**config.mk**
```make
export PLATFORM = sky130hd
export DESIGN_NAME = fir13_decim_fifo_flat
export DESIGN_NICKNAME = d
export VERILOG_FILES = /design/src/rtl/fir13_pkg.sv /design/src/rtl/fir13_decim_fifo_if.sv /design/src/rtl/sync_fifo.sv /design/src/rtl/fir13_decim_fifo.sv /design/src/flat_wrapper.sv
export SDC_FILE = /design/constraint.sdc
export NUM_CORES = 1
export LEC_CHECK = 0
export ABC_AREA = 1
export ABC_CLOCK_PERIOD_IN_PS = 1900
export CORE_MARGIN = 4
export CORE_UTILIZATION = 40
export CTS_BUF_LIST = sky130_fd_sc_hd__clkbuf_16
export CTS_CLUSTER_DIAMETER = 80
export CTS_CLUSTER_SIZE = 12
export DETAILED_ROUTE_END_ITERATION = 16
export GPL_TIMING_DRIVEN = 0
export MAX_ROUTING_LAYER = met4
export PLACE_DENSITY = 0.64
export SLEW_MARGIN = 30
export SYNTH_ARGS = -nofsm -noshare
export SYNTH_HDL_FRONTEND = slang
export SYNTH_SLANG_ARGS = --single-unit
```
**constraint.sdc**
```tcl
create_clock -name clk -period 1.9 [get_ports clk]
set_input_delay 0.19 -clock clk [delete_from_list [all_inputs] [get_ports clk]]
set_output_delay 0.19 -clock clk [all_outputs]
set_load 0.05 [all_outputs]
```
**src/rtl/fir13_pkg.sv**
```systemverilog
// Shared types and default constants for the FIR13 decimating output stage.
package fir13_pkg;

  // FIR output sample: 8-bit two's complement.
  typedef logic signed [7:0] sample_t;

  // Controller states: idle, discarding the start-up transient, decimating.
  typedef enum logic [1:0] {
    StIdle = 2'd0,
    StSkip = 2'd1,
    StRun  = 2'd2
  } state_t;

  localparam int unsigned DECIM_DEF = 4;
  localparam int unsigned SKIP_DEF  = 16;
  localparam int unsigned DEPTH_DEF = 8;

endpackage

```
**src/rtl/fir13_decim_fifo_if.sv**
```systemverilog
// Output stream of the decimator: valid/ready head plus FIFO occupancy.
interface fir13_decim_fifo_if #(
  parameter int unsigned DEPTH = 8
);
  import fir13_pkg::*;

  logic                         m_valid;
  sample_t                      m_data;
  logic                         m_ready;
  logic [$clog2(DEPTH+1)-1:0]   level;

  modport master (output m_valid, output m_data, output level, input m_ready);
  modport slave  (input m_valid, input m_data, input level, output m_ready);

endinterface

```
**src/rtl/sync_fifo.sv**
```systemverilog
// Synchronous circular-buffer FIFO with occupancy count and array-read head.
module sync_fifo #(
  parameter int unsigned WIDTH = 8,
  parameter int unsigned DEPTH = 8,
  localparam int unsigned PtrW = $clog2(DEPTH),
  localparam int unsigned LvlW = $clog2(DEPTH + 1)
) (
  input  logic             clk,
  input  logic             n_rst,
  input  logic             push,
  input  logic [WIDTH-1:0] wdata,
  input  logic             pop,
  output logic [WIDTH-1:0] rdata,
  output logic             full,
  output logic             empty,
  output logic [LvlW-1:0]  level
);

  logic [WIDTH-1:0] mem [DEPTH];
  logic [PtrW-1:0]  wr_q, wr_d, rd_q, rd_d;
  logic [LvlW-1:0]  cnt_q, cnt_d;
  logic             do_pop, do_push;

  assign full  = (cnt_q == LvlW'(DEPTH));
  assign empty = (cnt_q == '0);
  assign level = cnt_q;
  // Head reads as zero when empty so reset presents a clean bus.
  assign rdata = empty ? '0 : mem[rd_q];

  // A pop frees a slot in the same cycle, so a full FIFO still accepts a push.
  assign do_pop  = pop & ~empty;
  assign do_push = push & (~full | do_pop);

  // Pointer and occupancy next-state.
  always_comb begin
    wr_d  = wr_q;
    rd_d  = rd_q;
    cnt_d = cnt_q;
    if (do_push) wr_d = wr_q + PtrW'(1);
    if (do_pop)  rd_d = rd_q + PtrW'(1);
    unique case ({do_push, do_pop})
      2'b10:   cnt_d = cnt_q + LvlW'(1);
      2'b01:   cnt_d = cnt_q - LvlW'(1);
      default: cnt_d = cnt_q;
    endcase
  end

  // Pointer and occupancy registers.
  always_ff @(posedge clk) begin
    if (!n_rst) begin
      wr_q  <= '0;
      rd_q  <= '0;
      cnt_q <= '0;
    end else begin
      wr_q  <= wr_d;
      rd_q  <= rd_d;
      cnt_q <= cnt_d;
    end
  end

  // Storage array; contents need no reset since the head is gated by empty.
  always_ff @(posedge clk) begin
    if (do_push) mem[wr_q] <= wdata;
  end

endmodule

```
**src/rtl/fir13_decim_fifo.sv**
```systemverilog
// Discards the FIR start-up transient, decimates the sample stream and
// buffers kept samples for a valid/ready consumer with a sticky overflow flag.
module fir13_decim_fifo
  import fir13_pkg::*;
#(
  parameter int unsigned DECIM = DECIM_DEF,
  parameter int unsigned SKIP  = SKIP_DEF,
  parameter int unsigned DEPTH = DEPTH_DEF
) (
  input  logic                    clk,
  input  logic                    n_rst,
  input  logic                    en,
  input  sample_t                 din,
  input  logic                    ovf_clr,
  output logic                    ovf,
  fir13_decim_fifo_if.master      bus
);

  localparam int unsigned SkipW = (SKIP > 1) ? $clog2(SKIP) : 1;
  localparam int unsigned PhW   = (DECIM > 1) ? $clog2(DECIM) : 1;
  localparam int unsigned LvlW  = $clog2(DEPTH + 1);

  state_t           state_q, state_d;
  logic [SkipW-1:0] skip_q, skip_d;
  logic [PhW-1:0]   phase_q, phase_d;
  logic             push_req;
  logic             ovf_q, ovf_d;
  logic             full, empty, pop;
  logic [7:0]       head;
  logic [LvlW-1:0]  lvl;

  assign pop         = ~empty & bus.m_ready;
  assign bus.m_valid = ~empty;
  assign bus.m_data  = sample_t'(head);
  assign bus.level   = lvl;
  assign ovf         = ovf_q;

  // Controller next-state: skip counting, decimation phase, push request.
  always_comb begin
    state_d  = state_q;
    skip_d   = skip_q;
    phase_d  = phase_q;
    push_req = 1'b0;
    unique case (state_q)
      StIdle: begin
        if (SKIP == 0) begin
          state_d = StRun;
          phase_d = '0;
        end else begin
          state_d = StSkip;
          skip_d  = '0;
        end
      end
      StSkip: begin
        if (skip_q == SkipW'(SKIP - 1)) begin
          state_d = StRun;
          phase_d = '0;
        end else begin
          skip_d = skip_q + SkipW'(1);
        end
      end
      StRun: begin
        push_req = (phase_q == '0);
        phase_d  = (phase_q == PhW'(DECIM - 1)) ? '0 : phase_q + PhW'(1);
      end
      default: state_d = StIdle;
    endcase
    // Dropping enable overrides everything; buffered data stays drainable.
    if (!en) begin
      state_d  = StIdle;
      skip_d   = '0;
      phase_d  = '0;
      push_req = 1'b0;
    end
  end

  // Overflow: a new drop outranks a simultaneous clear.
  always_comb begin
    ovf_d = ovf_q;
    if (push_req && full && !pop) ovf_d = 1'b1;
    else if (ovf_clr)             ovf_d = 1'b0;
  end

  // Controller and overflow registers.
  always_ff @(posedge clk) begin
    if (!n_rst) begin
      state_q <= StIdle;
      skip_q  <= '0;
      phase_q <= '0;
      ovf_q   <= 1'b0;
    end else begin
      state_q <= state_d;
      skip_q  <= skip_d;
      phase_q <= phase_d;
      ovf_q   <= ovf_d;
    end
  end

  sync_fifo #(
    .WIDTH (8),
    .DEPTH (DEPTH)
  ) u_fifo (
    .clk   (clk),
    .n_rst (n_rst),
    .push  (push_req),
    .wdata (din),
    .pop   (pop),
    .rdata (head),
    .full  (full),
    .empty (empty),
    .level (lvl)
  );

endmodule

```
**src/flat_wrapper.sv**
```systemverilog
// flat-port wrapper written by rule: the top's interface ports become plain ports
module fir13_decim_fifo_flat import fir13_pkg::*;
#(
  parameter int unsigned DECIM = DECIM_DEF,
  parameter int unsigned SKIP  = SKIP_DEF,
  parameter int unsigned DEPTH = DEPTH_DEF
)
  (clk, n_rst, en, din, ovf_clr, ovf, bus_m_valid, bus_m_data, bus_level, bus_m_ready);
  fir13_decim_fifo_if #(.DEPTH(DEPTH)) bus_i ();
  input  logic clk;
  input  logic n_rst;
  input  logic en;
  input  sample_t din;
  input  logic ovf_clr;
  output logic ovf;
  output wire logic [$bits(bus_i.m_valid)-1:0] bus_m_valid;
  output wire logic [$bits(bus_i.m_data)-1:0] bus_m_data;
  output wire logic [$bits(bus_i.level)-1:0] bus_level;
  input wire logic [$bits(bus_i.m_ready)-1:0] bus_m_ready;
  assign bus_m_valid = bus_i.m_valid;
  assign bus_m_data = bus_i.m_data;
  assign bus_level = bus_i.level;
  assign bus_i.m_ready = bus_m_ready;
  fir13_decim_fifo #(.DECIM(DECIM), .SKIP(SKIP), .DEPTH(DEPTH)) u_core (.clk(clk), .n_rst(n_rst), .en(en), .din(din), .ovf_clr(ovf_clr), .ovf(ovf), .bus(bus_i));
endmodule
```
==> flow_summary_export.csv <==
group,metric,value,unit
status,status,"finished, final reports clean",
final_layout,area_delta_synth_final,26.0,%
routing,viasPerCell,5.05,
setup_path,arrival,1.65,ns
logic_synthesis,syn_inst,355,
sta,clock.fmax,0.544,GHz
logic_synthesis,ys_seq_area_share,64.0,%
clocking,clk_pin_slew_worst_paths,0.06,ns
logic_synthesis,synth_warnings,0,
sta,finalSetupViolations,0,
grt,grt_pass1_wl,12.1,mm
power,powerDensity,1550,nW/µm²
setup_path,critical_path.max_fanout,10,
clocking,insertion_delay,0.33,ns
clocking,cts_sinks,86,
sta,relSlewSlack,66.6,%
routing,num_vias,2577,
placement,dp_hpwl,5.00,mm
final_layout,drive_gt1_share,22.1,%
die,num_rows,34,
sta,clock_skew,0.00680,ns
final_layout,fill_cells,753,
setup_path,start_kind,"register",
placement,gp_congestion,0.841,
die,start_util,41.7,%
grt,grt_pass1_vias,2536,
run,maxCapViolations,0,
grt,antenna_found_initial,0,
clocking,htree_num_levels,3,
final_layout,most-common-layout-cells,"nor2_1 (71), edfxtp_1 (64), nand2_1 (34)",
clocking,cts_root_buf,"clkbuf_16",
routing,dr.pass1.iters,4,
die,coreArea,8850,µm²
sta,rsz0062_at_grt,"yes",
sta,worst_pin_slew,0.499,ns
sta,timing.final.crit_share,96.7,%
grt,grt_usage,14.5,%
logic_synthesis,synth_cell_type_count,30,
setup_path,crit_required,1.71,ns
die,io-pin-count,27,
final_layout,layout_commonest_cell,"nor2_1",
sta,finalCriticalPeriod,1.84,ns
routing,ant_nets,0,
die,die_h,104,µm
routing,drc,0,
power,p_leak,1.67,nW
grt,grt_overflow,0,
routing,wl,7.41,mm
clocking,numCtsBuffers,9,
die,die_w,104,µm
placement,port_buffers,26,
grt,grt_max_degree,15,
die,die_area,10800,µm²
setup_path,endpoint_kind,"output pin",
power,power,7.22,mW
sta,drv_slew,0,
clocking,clockBufferDepth,2,
sta,fin_setup_tns,0,ns
logic_synthesis,syn-num-nets,374,
clocking,cts_tree,"yes",
hold_path,min_path_type,"reg2reg",
routing,post_drt_wl_per_cell,14.5,µm
logic_synthesis,syn_area,3690,µm²
routing,drt_iter0_drc,102,
sta,hold_viol_final,0,
final_layout,final_nets,416,
logic_synthesis,yosys_register_bits,86,
final_layout,antenna_cells,0,
logic_synthesis,syn_area_per_cell,10.4,µm²
power,ir_drop,0.00104,V
setup_path,crit_type,"reg2out",
metrics by stage:
| stage | hold WS [ns] | std cells | setup slack (ns) | area [µm²] | utilization, % |
|---|---|---|---|---|---|
| 2_1_floorplan | 0.289 | 355 | 0.00521 | 3710 | - |
| 5_1_grt | 0.462 | 510 | -0.0614 | 4650 | 52.5 |
| 4_1_cts | 0.460 | 504 | -0.0957 | 4480 | 50.6 |
| 3_5_place_dp | 0.470 | 489 | -0.540 | 4110 | 46.4 |
| 3_3_place_gp | 0.451 | 489 | -0.491 | 4110 | 46.4 |
| 6_report | 0.445 | 510 | 0.0623 | 4650 | 52.5 |
synth_stat cells (all sizes together):
cell type	count	share of area [%]
edfxtp	64	52
a211oi	1	0.20
nor3	1	0.14
nand3	10	2.0
ha	6	2.0
a31oi	1	0.17
nor2	92	9.9
dfxtp	22	12
a2bb2oi	1	0.24
a21oi	15	2.1
o21ai	49	6.7
nand4	5	0.85
nand2	40	4.8
o32ai	8	1.9
buf	9	1.6
xor2	1	0.24
clkbuf	3	0.31
inv	27	2.7
path summary, 6_finish.rpt:
check                                                     from                           endpoint  slack (ns)  cells after the start
worst min register to register  u_core.phase_q[0]$_SDFFE_PN0P_     u_core.phase_q[0]$_SDFFE_PN0P_        0.45                      1
worst min-delay path            u_core.phase_q[0]$_SDFFE_PN0P_     u_core.phase_q[0]$_SDFFE_PN0P_        0.45                      1
worst max register to register  u_core.phase_q[0]$_SDFFE_PN0P_  u_core.u_fifo.mem[0][0]$_DFFE_PP_        0.15                     10
worst max-delay path                                  register                      bus_m_data[6]        0.06                      7
cell type report:
class	count	area, µm²	area share, %
well taps	108	135	2.91
repair buffers	32	340	7.32
plain buffers	11	101	2.18
clock buffers	9	225	4.84
inverters	27	106	2.29
flip-flops and latches	86	2370	51.0
clock inverters	7	90.1	1.94
multi-input cells	230	1280	27.5
state kept, by name, summed over array words and instances (netlist names), named ones only:
| signal | flops |
|---|---|
| u_core.u_fifo.wr_q | 3 |
| u_core.phase_q | 2 |
| u_core.ovf | 1 |
| u_core.skip_q | 4 |
| u_core.u_fifo.mem | 64 |
| u_core.u_fifo.rd_q | 3 |
| u_core.state_q | 2 |
| u_core.u_fifo.level | 4 |
cell families (layout without fill, tap and decap cells):
family,count (synthesis),in the layout,share of synthesized area (%)
compound gates,75,75,11.4
simple gates,148,148,17.7
buf+inv,39,86,4.65
fa+ha+maj,6,6,2.03
xor+xnor,1,1,0.237
flops,86,86,64.0
report_power, final:
group          switching (mW)  internal (mW)
logic                    2.02           1.12
clock network           0.681           1.14
registers               0.143           2.11
per-layer routing:
| layer | global-route usage, % | share of wire [%] | up-vias | wire, µm |
|---|---|---|---|---|
| li1 | - | - | 1311 | - |
| met1 | 17.1 | 43 | 1201 | 3170 |
| met2 | 24.0 | 51 | 55 | 3810 |
| met3 | 4.35 | 4.4 | 10 | 326 |
| met4 | 4.46 | 1.4 | 0 | 101 |
| met5 | - | 0 | - | 0 |
timing repair:
| action | 4_1_cts | 5_1_grt |
|---|---|---|
| gates resized for setup | 76 | 37 |
| endpoints found under the setup margin | 73 | 74 |
| cloned | 0 | 0 |
| endpoints found under the hold margin | 0 | 0 |
| hold buffers | 0 | 0 |
| pin swaps | 0 | 8 |
| buffers inserted | 0 | 6 |
critical path, cell delays in order (launching register included):
cell and delay [ns]:
dfxtp_4 0.40, inv_4 0.06, buf_4 0.17, o21ai_0 0.18, o21ai_1 0.09, o21ai_0 0.18, nor2_2 0.08, buf_6 0.15
Power figures use the tool's default switching activity.
